==> config.mk <==
export PLATFORM = sky130hd
export DESIGN_NAME = serial_ctrl_flat
export DESIGN_NICKNAME = d
export VERILOG_FILES = /design/src/rtl/serial_ctrl_pkg.sv /design/src/rtl/serial_ctrl_if.sv /design/src/rtl/serial_ctrl_bit_counter.sv /design/src/rtl/serial_ctrl.sv /design/src/flat_wrapper.sv
export SDC_FILE = /design/constraint.sdc
export NUM_CORES = 1
export LEC_CHECK = 0
export CORE_MARGIN = 2
export CORE_UTILIZATION = 47
export CTS_BUF_LIST = sky130_fd_sc_hd__clkbuf_8 sky130_fd_sc_hd__clkbuf_16
export CTS_CLUSTER_DIAMETER = 50
export DETAILED_ROUTE_END_ITERATION = 10
export PLACE_DENSITY = 0.83
export REMOVE_ABC_BUFFERS = 1
export SLEW_MARGIN = 5
export SYNTH_ARGS = -nofsm -noshare
export SYNTH_HDL_FRONTEND = slang
export SYNTH_HIERARCHICAL = 1
export SYNTH_SLANG_ARGS = --single-unit
==> constraint.sdc <==
create_clock -name i_clk -period 4.4 [get_ports i_clk]
set_input_delay 0.88 -clock i_clk [delete_from_list [all_inputs] [get_ports i_clk]]
set_output_delay 0.88 -clock i_clk [all_outputs]
set_load 0.02 [all_outputs]
==> src/rtl/serial_ctrl_pkg.sv <==
// Shared types and defaults for the bit-serial control decoder/sequencer.
// Holds the opcode and multiply-phase enums plus small opcode classifiers.
package serial_ctrl_pkg;

   typedef enum logic [2:0] {
      OP_NOP   = 3'b000,
      OP_STALL = 3'b001,
      OP_MULY  = 3'b010,
      OP_MULX  = 3'b011,
      OP_ADD   = 3'b100,
      OP_SUB   = 3'b101,
      OP_WAIT  = 3'b110,
      OP_LDX   = 3'b111
   } opcode_e;

   typedef enum logic [1:0] {
      PH_SIGN  = 2'b00,
      PH_ALIGN = 2'b01,
      PH_ACC   = 2'b11
   } phase_e;

   localparam int DEF_DATA_W      = 8;
   localparam int DEF_ACC_ALIGN   = 3;
   localparam int DEF_GPR_ALIGN_Y = 2;
   localparam int DEF_GPR_ALIGN_X = 1;

   // Serial ops walk the bit counter; everything else parks it at zero.
   function automatic logic is_serial(opcode_e op);
      return op inside {OP_MULY, OP_MULX, OP_ADD, OP_SUB, OP_LDX};
   endfunction

   function automatic logic is_mul(opcode_e op);
      return op inside {OP_MULY, OP_MULX};
   endfunction

   function automatic phase_e next_phase(phase_e ph);
      case (ph)
         PH_SIGN:  return PH_ALIGN;
         PH_ALIGN: return PH_ACC;
         default:  return PH_SIGN;
      endcase
   endfunction

endpackage

==> src/rtl/serial_ctrl_if.sv <==
// Instruction/strobe bundle between serial_ctrl (master) and the
// instruction ROM, switch mux and serial datapath (slave).
interface serial_ctrl_if
   import serial_ctrl_pkg::*;
#(
   parameter int DATA_W = DEF_DATA_W
);
   localparam int CNT_W = $clog2(DATA_W);

   logic [2:0]       i_instr;
   logic             i_start;
   logic [CNT_W-1:0] o_con_mux8;
   logic             o_con_mux;
   logic             o_con_muxalu;
   logic             o_con_gpr_shift;
   logic             o_con_gpr_sign;
   logic             o_con_acc_shift;
   logic             o_con_acc_sign;
   logic             o_con_sign_store;
   logic             o_con_blockcarry;
   logic             o_con_check_carry;
   logic             o_con_pcincr;
   logic             o_con_sub;
   logic             o_con_carry_set;
   logic             o_busy;

   modport master (
      input  i_instr, i_start,
      output o_con_mux8, o_con_mux, o_con_muxalu, o_con_gpr_shift,
             o_con_gpr_sign, o_con_acc_shift, o_con_acc_sign,
             o_con_sign_store, o_con_blockcarry, o_con_check_carry,
             o_con_pcincr, o_con_sub, o_con_carry_set, o_busy
   );

   modport slave (
      output i_instr, i_start,
      input  o_con_mux8, o_con_mux, o_con_muxalu, o_con_gpr_shift,
             o_con_gpr_sign, o_con_acc_shift, o_con_acc_sign,
             o_con_sign_store, o_con_blockcarry, o_con_check_carry,
             o_con_pcincr, o_con_sub, o_con_carry_set, o_busy
   );

endinterface

==> src/rtl/serial_ctrl_bit_counter.sv <==
// Bit position counter for the serial word; wraps explicitly at DATA_W-1
// so any word length works, not only powers of two.
module serial_bit_counter
   import serial_ctrl_pkg::*;
#(
   parameter int DATA_W = DEF_DATA_W
) (
   input  logic                      i_clk,
   input  logic                      i_rst_n,
   input  logic                      inc,
   input  logic                      clr,
   output logic [$clog2(DATA_W)-1:0] count,
   output logic                      last
);
   localparam int CNT_W = $clog2(DATA_W);

   assign last = (count == CNT_W'(DATA_W - 1));

   always_ff @(posedge i_clk or negedge i_rst_n) begin
      if (!i_rst_n) begin
         count <= '0;
      end else if (clr) begin
         count <= '0;
      end else if (inc) begin
         count <= last ? '0 : count + CNT_W'(1);
      end
   end

endmodule

==> src/rtl/serial_ctrl.sv <==
// Control decoder and multiply phase sequencer for the bit-serial datapath.
// Define SERIAL_CTRL_SUB_EN to make opcode 101 a true subtract (else it aliases add).
module serial_ctrl
   import serial_ctrl_pkg::*;
#(
   parameter int DATA_W      = DEF_DATA_W,
   parameter int ACC_ALIGN   = DEF_ACC_ALIGN,
   parameter int GPR_ALIGN_Y = DEF_GPR_ALIGN_Y,
   parameter int GPR_ALIGN_X = DEF_GPR_ALIGN_X
) (
   input logic           i_clk,
   input logic           i_rst_n,
   serial_ctrl_if.master bus
);
   localparam int CNT_W = $clog2(DATA_W);
   localparam logic [CNT_W:0] ACC_AL   = (CNT_W+1)'(ACC_ALIGN);
   localparam logic [CNT_W:0] GPR_AL_Y = (CNT_W+1)'(GPR_ALIGN_Y);
   localparam logic [CNT_W:0] GPR_AL_X = (CNT_W+1)'(GPR_ALIGN_X);

   opcode_e          op;
   phase_e           phase;
   phase_e           phase_nxt;
   logic [CNT_W-1:0] count;
   logic             last;
   logic             first;
   logic             cnt_inc;
   logic             cnt_clr;

   logic con_mux;
   logic con_muxalu;
   logic con_gpr_shift;
   logic con_gpr_sign;
   logic con_acc_shift;
   logic con_acc_sign;
   logic con_sign_store;
   logic con_blockcarry;
   logic con_check_carry;
   logic con_pcincr;
   logic con_sub;
   logic con_carry_set;

   assign op    = opcode_e'(bus.i_instr);
   assign first = (count == '0);

   // Clears only come from the non-serial ops, so they never meet an increment.
   assign cnt_inc = is_serial(op);
   assign cnt_clr = con_pcincr && !is_serial(op);

   serial_bit_counter #(
      .DATA_W (DATA_W)
   ) u_bit_counter (
      .i_clk   (i_clk),
      .i_rst_n (i_rst_n),
      .inc     (cnt_inc),
      .clr     (cnt_clr),
      .count   (count),
      .last    (last)
   );

   always_ff @(posedge i_clk or negedge i_rst_n) begin
      if (!i_rst_n) begin
         phase <= PH_SIGN;
      end else begin
         phase <= phase_nxt;
      end
   end

   always_comb begin
      phase_nxt = PH_SIGN;
      if (is_mul(op)) begin
         phase_nxt = last ? next_phase(phase) : phase;
      end
   end

   // Strobes are forced low while reset is held, even for the start-driven ops.
   always_comb begin
      con_mux         = 1'b0;
      con_muxalu      = 1'b0;
      con_gpr_shift   = 1'b0;
      con_gpr_sign    = 1'b0;
      con_acc_shift   = 1'b0;
      con_acc_sign    = 1'b0;
      con_sign_store  = 1'b0;
      con_blockcarry  = 1'b0;
      con_check_carry = 1'b0;
      con_pcincr      = 1'b0;
      con_sub         = 1'b0;
      con_carry_set   = 1'b0;
      if (i_rst_n) begin
         case (op)
            OP_NOP:   con_pcincr = bus.i_start;
            OP_STALL: con_pcincr = 1'b1;
            OP_WAIT:  con_pcincr = !bus.i_start;
            OP_MULY, OP_MULX: begin
               case (phase)
                  PH_SIGN: begin
                     con_muxalu     = 1'b1;
                     con_gpr_shift  = 1'b1;
                     con_acc_shift  = 1'b1;
                     con_sign_store = last;
                  end
                  PH_ALIGN: begin
                     con_gpr_sign  = 1'b1;
                     con_acc_sign  = 1'b1;
                     con_acc_shift = ({1'b0, count} < ACC_AL);
                     con_gpr_shift = (op == OP_MULY) ? ({1'b0, count} < GPR_AL_Y)
                                                     : ({1'b0, count} < GPR_AL_X);
                  end
                  PH_ACC: begin
                     con_gpr_shift   = 1'b1;
                     con_acc_shift   = 1'b1;
                     con_check_carry = first;
                     con_blockcarry  = first;
                     con_pcincr      = last;
                  end
                  default: ;
               endcase
            end
            OP_ADD: begin
               con_gpr_shift  = 1'b1;
               con_acc_shift  = 1'b1;
               con_blockcarry = first;
               con_pcincr     = last;
            end
            OP_SUB: begin
               con_gpr_shift = 1'b1;
               con_acc_shift = 1'b1;
               con_pcincr    = last;
`ifdef SERIAL_CTRL_SUB_EN
               con_sub       = 1'b1;
               con_carry_set = first;
`else
               con_blockcarry = first;
`endif
            end
            OP_LDX: begin
               con_mux       = 1'b1;
               con_gpr_shift = 1'b1;
               con_pcincr    = last;
            end
            default: ;
         endcase
      end
   end

   assign bus.o_con_mux8        = i_rst_n ? count : '0;
   assign bus.o_con_mux         = con_mux;
   assign bus.o_con_muxalu      = con_muxalu;
   assign bus.o_con_gpr_shift   = con_gpr_shift;
   assign bus.o_con_gpr_sign    = con_gpr_sign;
   assign bus.o_con_acc_shift   = con_acc_shift;
   assign bus.o_con_acc_sign    = con_acc_sign;
   assign bus.o_con_sign_store  = con_sign_store;
   assign bus.o_con_blockcarry  = con_blockcarry;
   assign bus.o_con_check_carry = con_check_carry;
   assign bus.o_con_pcincr      = con_pcincr;
   assign bus.o_con_sub         = con_sub;
   assign bus.o_con_carry_set   = con_carry_set;
   assign bus.o_busy            = i_rst_n && ((count != '0) || (phase != PH_SIGN));

endmodule

==> src/flat_wrapper.sv <==
// flat-port wrapper written by rule: the top's interface ports become plain ports
module serial_ctrl_flat import serial_ctrl_pkg::*;
#(
   parameter int DATA_W      = DEF_DATA_W,
   parameter int ACC_ALIGN   = DEF_ACC_ALIGN,
   parameter int GPR_ALIGN_Y = DEF_GPR_ALIGN_Y,
   parameter int GPR_ALIGN_X = DEF_GPR_ALIGN_X
)
  (i_clk, i_rst_n, bus_i_instr, bus_i_start, bus_o_con_mux8, bus_o_con_mux, bus_o_con_muxalu, bus_o_con_gpr_shift, bus_o_con_gpr_sign, bus_o_con_acc_shift, bus_o_con_acc_sign, bus_o_con_sign_store, bus_o_con_blockcarry, bus_o_con_check_carry, bus_o_con_pcincr, bus_o_con_sub, bus_o_con_carry_set, bus_o_busy);
  serial_ctrl_if #(.DATA_W(DATA_W)) bus_i ();
  input logic i_clk;
  input logic i_rst_n;
  input wire logic [$bits(bus_i.i_instr)-1:0] bus_i_instr;
  input wire logic [$bits(bus_i.i_start)-1:0] bus_i_start;
  output wire logic [$bits(bus_i.o_con_mux8)-1:0] bus_o_con_mux8;
  output wire logic [$bits(bus_i.o_con_mux)-1:0] bus_o_con_mux;
  output wire logic [$bits(bus_i.o_con_muxalu)-1:0] bus_o_con_muxalu;
  output wire logic [$bits(bus_i.o_con_gpr_shift)-1:0] bus_o_con_gpr_shift;
  output wire logic [$bits(bus_i.o_con_gpr_sign)-1:0] bus_o_con_gpr_sign;
  output wire logic [$bits(bus_i.o_con_acc_shift)-1:0] bus_o_con_acc_shift;
  output wire logic [$bits(bus_i.o_con_acc_sign)-1:0] bus_o_con_acc_sign;
  output wire logic [$bits(bus_i.o_con_sign_store)-1:0] bus_o_con_sign_store;
  output wire logic [$bits(bus_i.o_con_blockcarry)-1:0] bus_o_con_blockcarry;
  output wire logic [$bits(bus_i.o_con_check_carry)-1:0] bus_o_con_check_carry;
  output wire logic [$bits(bus_i.o_con_pcincr)-1:0] bus_o_con_pcincr;
  output wire logic [$bits(bus_i.o_con_sub)-1:0] bus_o_con_sub;
  output wire logic [$bits(bus_i.o_con_carry_set)-1:0] bus_o_con_carry_set;
  output wire logic [$bits(bus_i.o_busy)-1:0] bus_o_busy;
  assign bus_i.i_instr = bus_i_instr;
  assign bus_i.i_start = bus_i_start;
  assign bus_o_con_mux8 = bus_i.o_con_mux8;
  assign bus_o_con_mux = bus_i.o_con_mux;
  assign bus_o_con_muxalu = bus_i.o_con_muxalu;
  assign bus_o_con_gpr_shift = bus_i.o_con_gpr_shift;
  assign bus_o_con_gpr_sign = bus_i.o_con_gpr_sign;
  assign bus_o_con_acc_shift = bus_i.o_con_acc_shift;
  assign bus_o_con_acc_sign = bus_i.o_con_acc_sign;
  assign bus_o_con_sign_store = bus_i.o_con_sign_store;
  assign bus_o_con_blockcarry = bus_i.o_con_blockcarry;
  assign bus_o_con_check_carry = bus_i.o_con_check_carry;
  assign bus_o_con_pcincr = bus_i.o_con_pcincr;
  assign bus_o_con_sub = bus_i.o_con_sub;
  assign bus_o_con_carry_set = bus_i.o_con_carry_set;
  assign bus_o_busy = bus_i.o_busy;
  serial_ctrl #(.DATA_W(DATA_W), .ACC_ALIGN(ACC_ALIGN), .GPR_ALIGN_Y(GPR_ALIGN_Y), .GPR_ALIGN_X(GPR_ALIGN_X)) u_core (.i_clk(i_clk), .i_rst_n(i_rst_n), .bus(bus_i));
endmodule
==> reports/results.ini <==
[outcome]
outcome = finished, final reports clean

[final_layout]
final-seq-area_um2 = 125
area_growth_pct = 36.6
finalNetCount = 105
drive_gt1_frac = 0.132
multi_input_comb_area_um2 = 448
n_fill_cell = 118
antenna_cells = 0
final_area_um2 = 850
fin_cells = 106

[timing]
relSlewSlack = 0.660
skew_ns = 0.000116
clock.fmax_ghz = 0.265
finalSetupViolations = 0
timing.final.crit_share = 0.859
tns_ns = 0
tightest_slew_ns = 0.507
rsz0062_at_grt = false
slew_violations = 0
finalHoldViolCount = 0
fin_crit_ns = 3.78

[clock_network]
cts_root_buffer = clkbuf_8
cts_tree = done
cts_hold_buf = 0
cts_resized = 0
htree_levels = 1
cts.clk_slew.worst_paths_ns = 0.03
ctsLongestPathBuffers = 2
cts_sinks = 5
cts_buffers = 3
clock_latency_ns = 0.22
postCtsSetupRepairBufs = 0

[global_routing]
grt_overflow = 0
antenna_found_initial = 0
grt_max_degree = 17
grt_pass1_wl_mm = 2.01
first_global_vias = 477
grt_usage = 0.183

[drt]
wirelength_mm = 1.27
vias = 557
first_iter_violations = 2
firstDrtPassIters = 2
drc_errors = 0
avgRoutedWirePerCell_um = 12.0
via_per_inst = 5.25
ant_nets = 0

[place]
port-buffer-count = 19
place.gp.congestion = 0.802
placed_area_um2 = 805
placed_cells = 102
dpl.hpwl_um = 987

[yosys]
syn_area_um2 = 622
ys.warnings.count = 6
synth-seq-cells = 5
synth_edf_count = 0
avgSynthCellArea_um2 = 8.76
synthCells = 71
yosysSeqAreaShare = 0.201
synth_cell_types = 34
async_flop_share = 1.00
synth_top_flop_cell = dfrtp_1

[floorplan]
num_rows = 13
dieArea_mm2 = 0.00163
core_region_area_mm2 = 0.00127
fp.dieW_um = 40.4
io_pins = 22
initial_core_util = 0.490
die_y_um = 40.4

[pwr]
leakagePower_nw = 0.371
powerDensity_mw_per_mm2 = 370
vdd_drop_max_mv = 0.301

[job]
maxCapViolCount = 0

[setup_path]
worstPathRequired_ns = 3.52
cp.arrival_ns = 2.90
path_class = primary input to primary output
crit_path_end_kind = primary output
path_max_fanout = 10
startpoint_type = primary input

[worst_hold_path]
hold_class = flip-flop to flip-flop

==> placed cells by master (no fill, tap or decap), types with 2 or more instances in the layout <==
cell type / n
clkdlybuf4s50_1: 19
ha_1: 7
inv_1: 5
nand2b_1: 2
and4_1: 2
nor4b_1: 2
conb_1: 2
dfrtp_1: 5
and2_1: 5
nor2b_1: 3
mux2i_1: 3
and3_1: 2
a21oi_1: 4
o21ai_0: 2
nor2_1: 6
clkbuf_8: 3
nand2_1: 2
==> power by group <==
group          internal [mW]  total (mW)  switching, mW
logic                 0.0746       0.151         0.0760
registers             0.0617      0.0835         0.0218
clock network         0.0596      0.0800         0.0204
==> logic make-up after synthesis <==
family	share of synthesized area
simple gates	0.356
fa+ha+maj	0.141
other cells	0.00603
buf+inv	0.0845
mux	0.0483
flops	0.201
compound gates	0.163
==> metal layers <==
metal  part of all wire  wire length [µm]  global-route usage  vias to the layer above
met5                  0                 0                   0                        -
met4                  0                 0              0.0750                        0
met3              0.056                71                   0                        0
met2               0.46               584               0.310                       16
met1               0.48               616               0.244                      254
li1                   -                 -                   -                      287
==> sequential cells by signal (all words and copies together) (netlist names) <==
register                    cells
u_core/u_bit_counter/count      3
u_core/phase                    2
==> synth_stat cells, types with 2 or more instances <==
cell      count  area (µm²)
nor4b_1       2        17.5
nand2_1       2        7.51
mux2i_1       3        30.0
and3_1        2        12.5
buf_4         3        22.5
nor2_1        6        22.5
and2_1        5        31.3
ha_1          7        87.6
and4_1        2        17.5
nor2b_1       3        18.8
o21ai_0       2        10.0
dfrtp_1       5         125
a21oi_1       4        20.0
inv_1         4        15.0
nand2b_1      2        12.5
==> final cells by class <==
cell class	count	area share
Clock buffer	3	0.0486
Clock inverter	1	0.00442
Inverter	4	0.0177
Multi-Input combinational cell	58	0.527
Sequential cell	5	0.147
Tap cell	15	0.0221
Timing Repair Buffer	20	0.233
==> critical path, cell delays in order <==
cell	delay [ns]
clkdlybuf4s50_1	0.59
and3b_2	0.32
nor2_1	0.27
o311a_1	0.24
clkdlybuf4s50_1	0.60
==> metrics by stage <==
step                      setup slack (ns)   util  total power, mW  hold slack (ns)
after floorplan                       1.88      -            0.176            0.561
after global placement               0.637  0.634            0.228            0.608
after detailed placement             0.612  0.634            0.236            0.619
after CTS                            0.610  0.670            0.319            0.627
after global routing                 0.466  0.670            0.338            0.669
final                                0.622  0.670            0.314            0.616
==> worst paths after layout <==
| path | slack [ns] | startpoint | end | cells after the start |
|---|---|---|---|---|
| max in group asynchronous | 3.28 | i_rst_n | u_core/phase[0] | 2 |
| min in group asynchronous | 0.97 | i_rst_n | u_core/u_bit_counter/count[2] | 2 |
| setup / recovery | 0.62 | bus_i_instr[2] | bus_o_con_gpr_shift | 5 |
| setup reg to reg | 2.46 | u_core/u_bit_counter/count[0] | u_core/u_bit_counter/count[1] | 6 |
| hold reg to reg | 0.62 | u_core/phase[1] | u_core/phase[1] | 2 |
| hold / removal | 0.62 | u_core/phase[1] | u_core/phase[1] | 2 |
No activity file was read; power rests on OpenSTA's default activity.
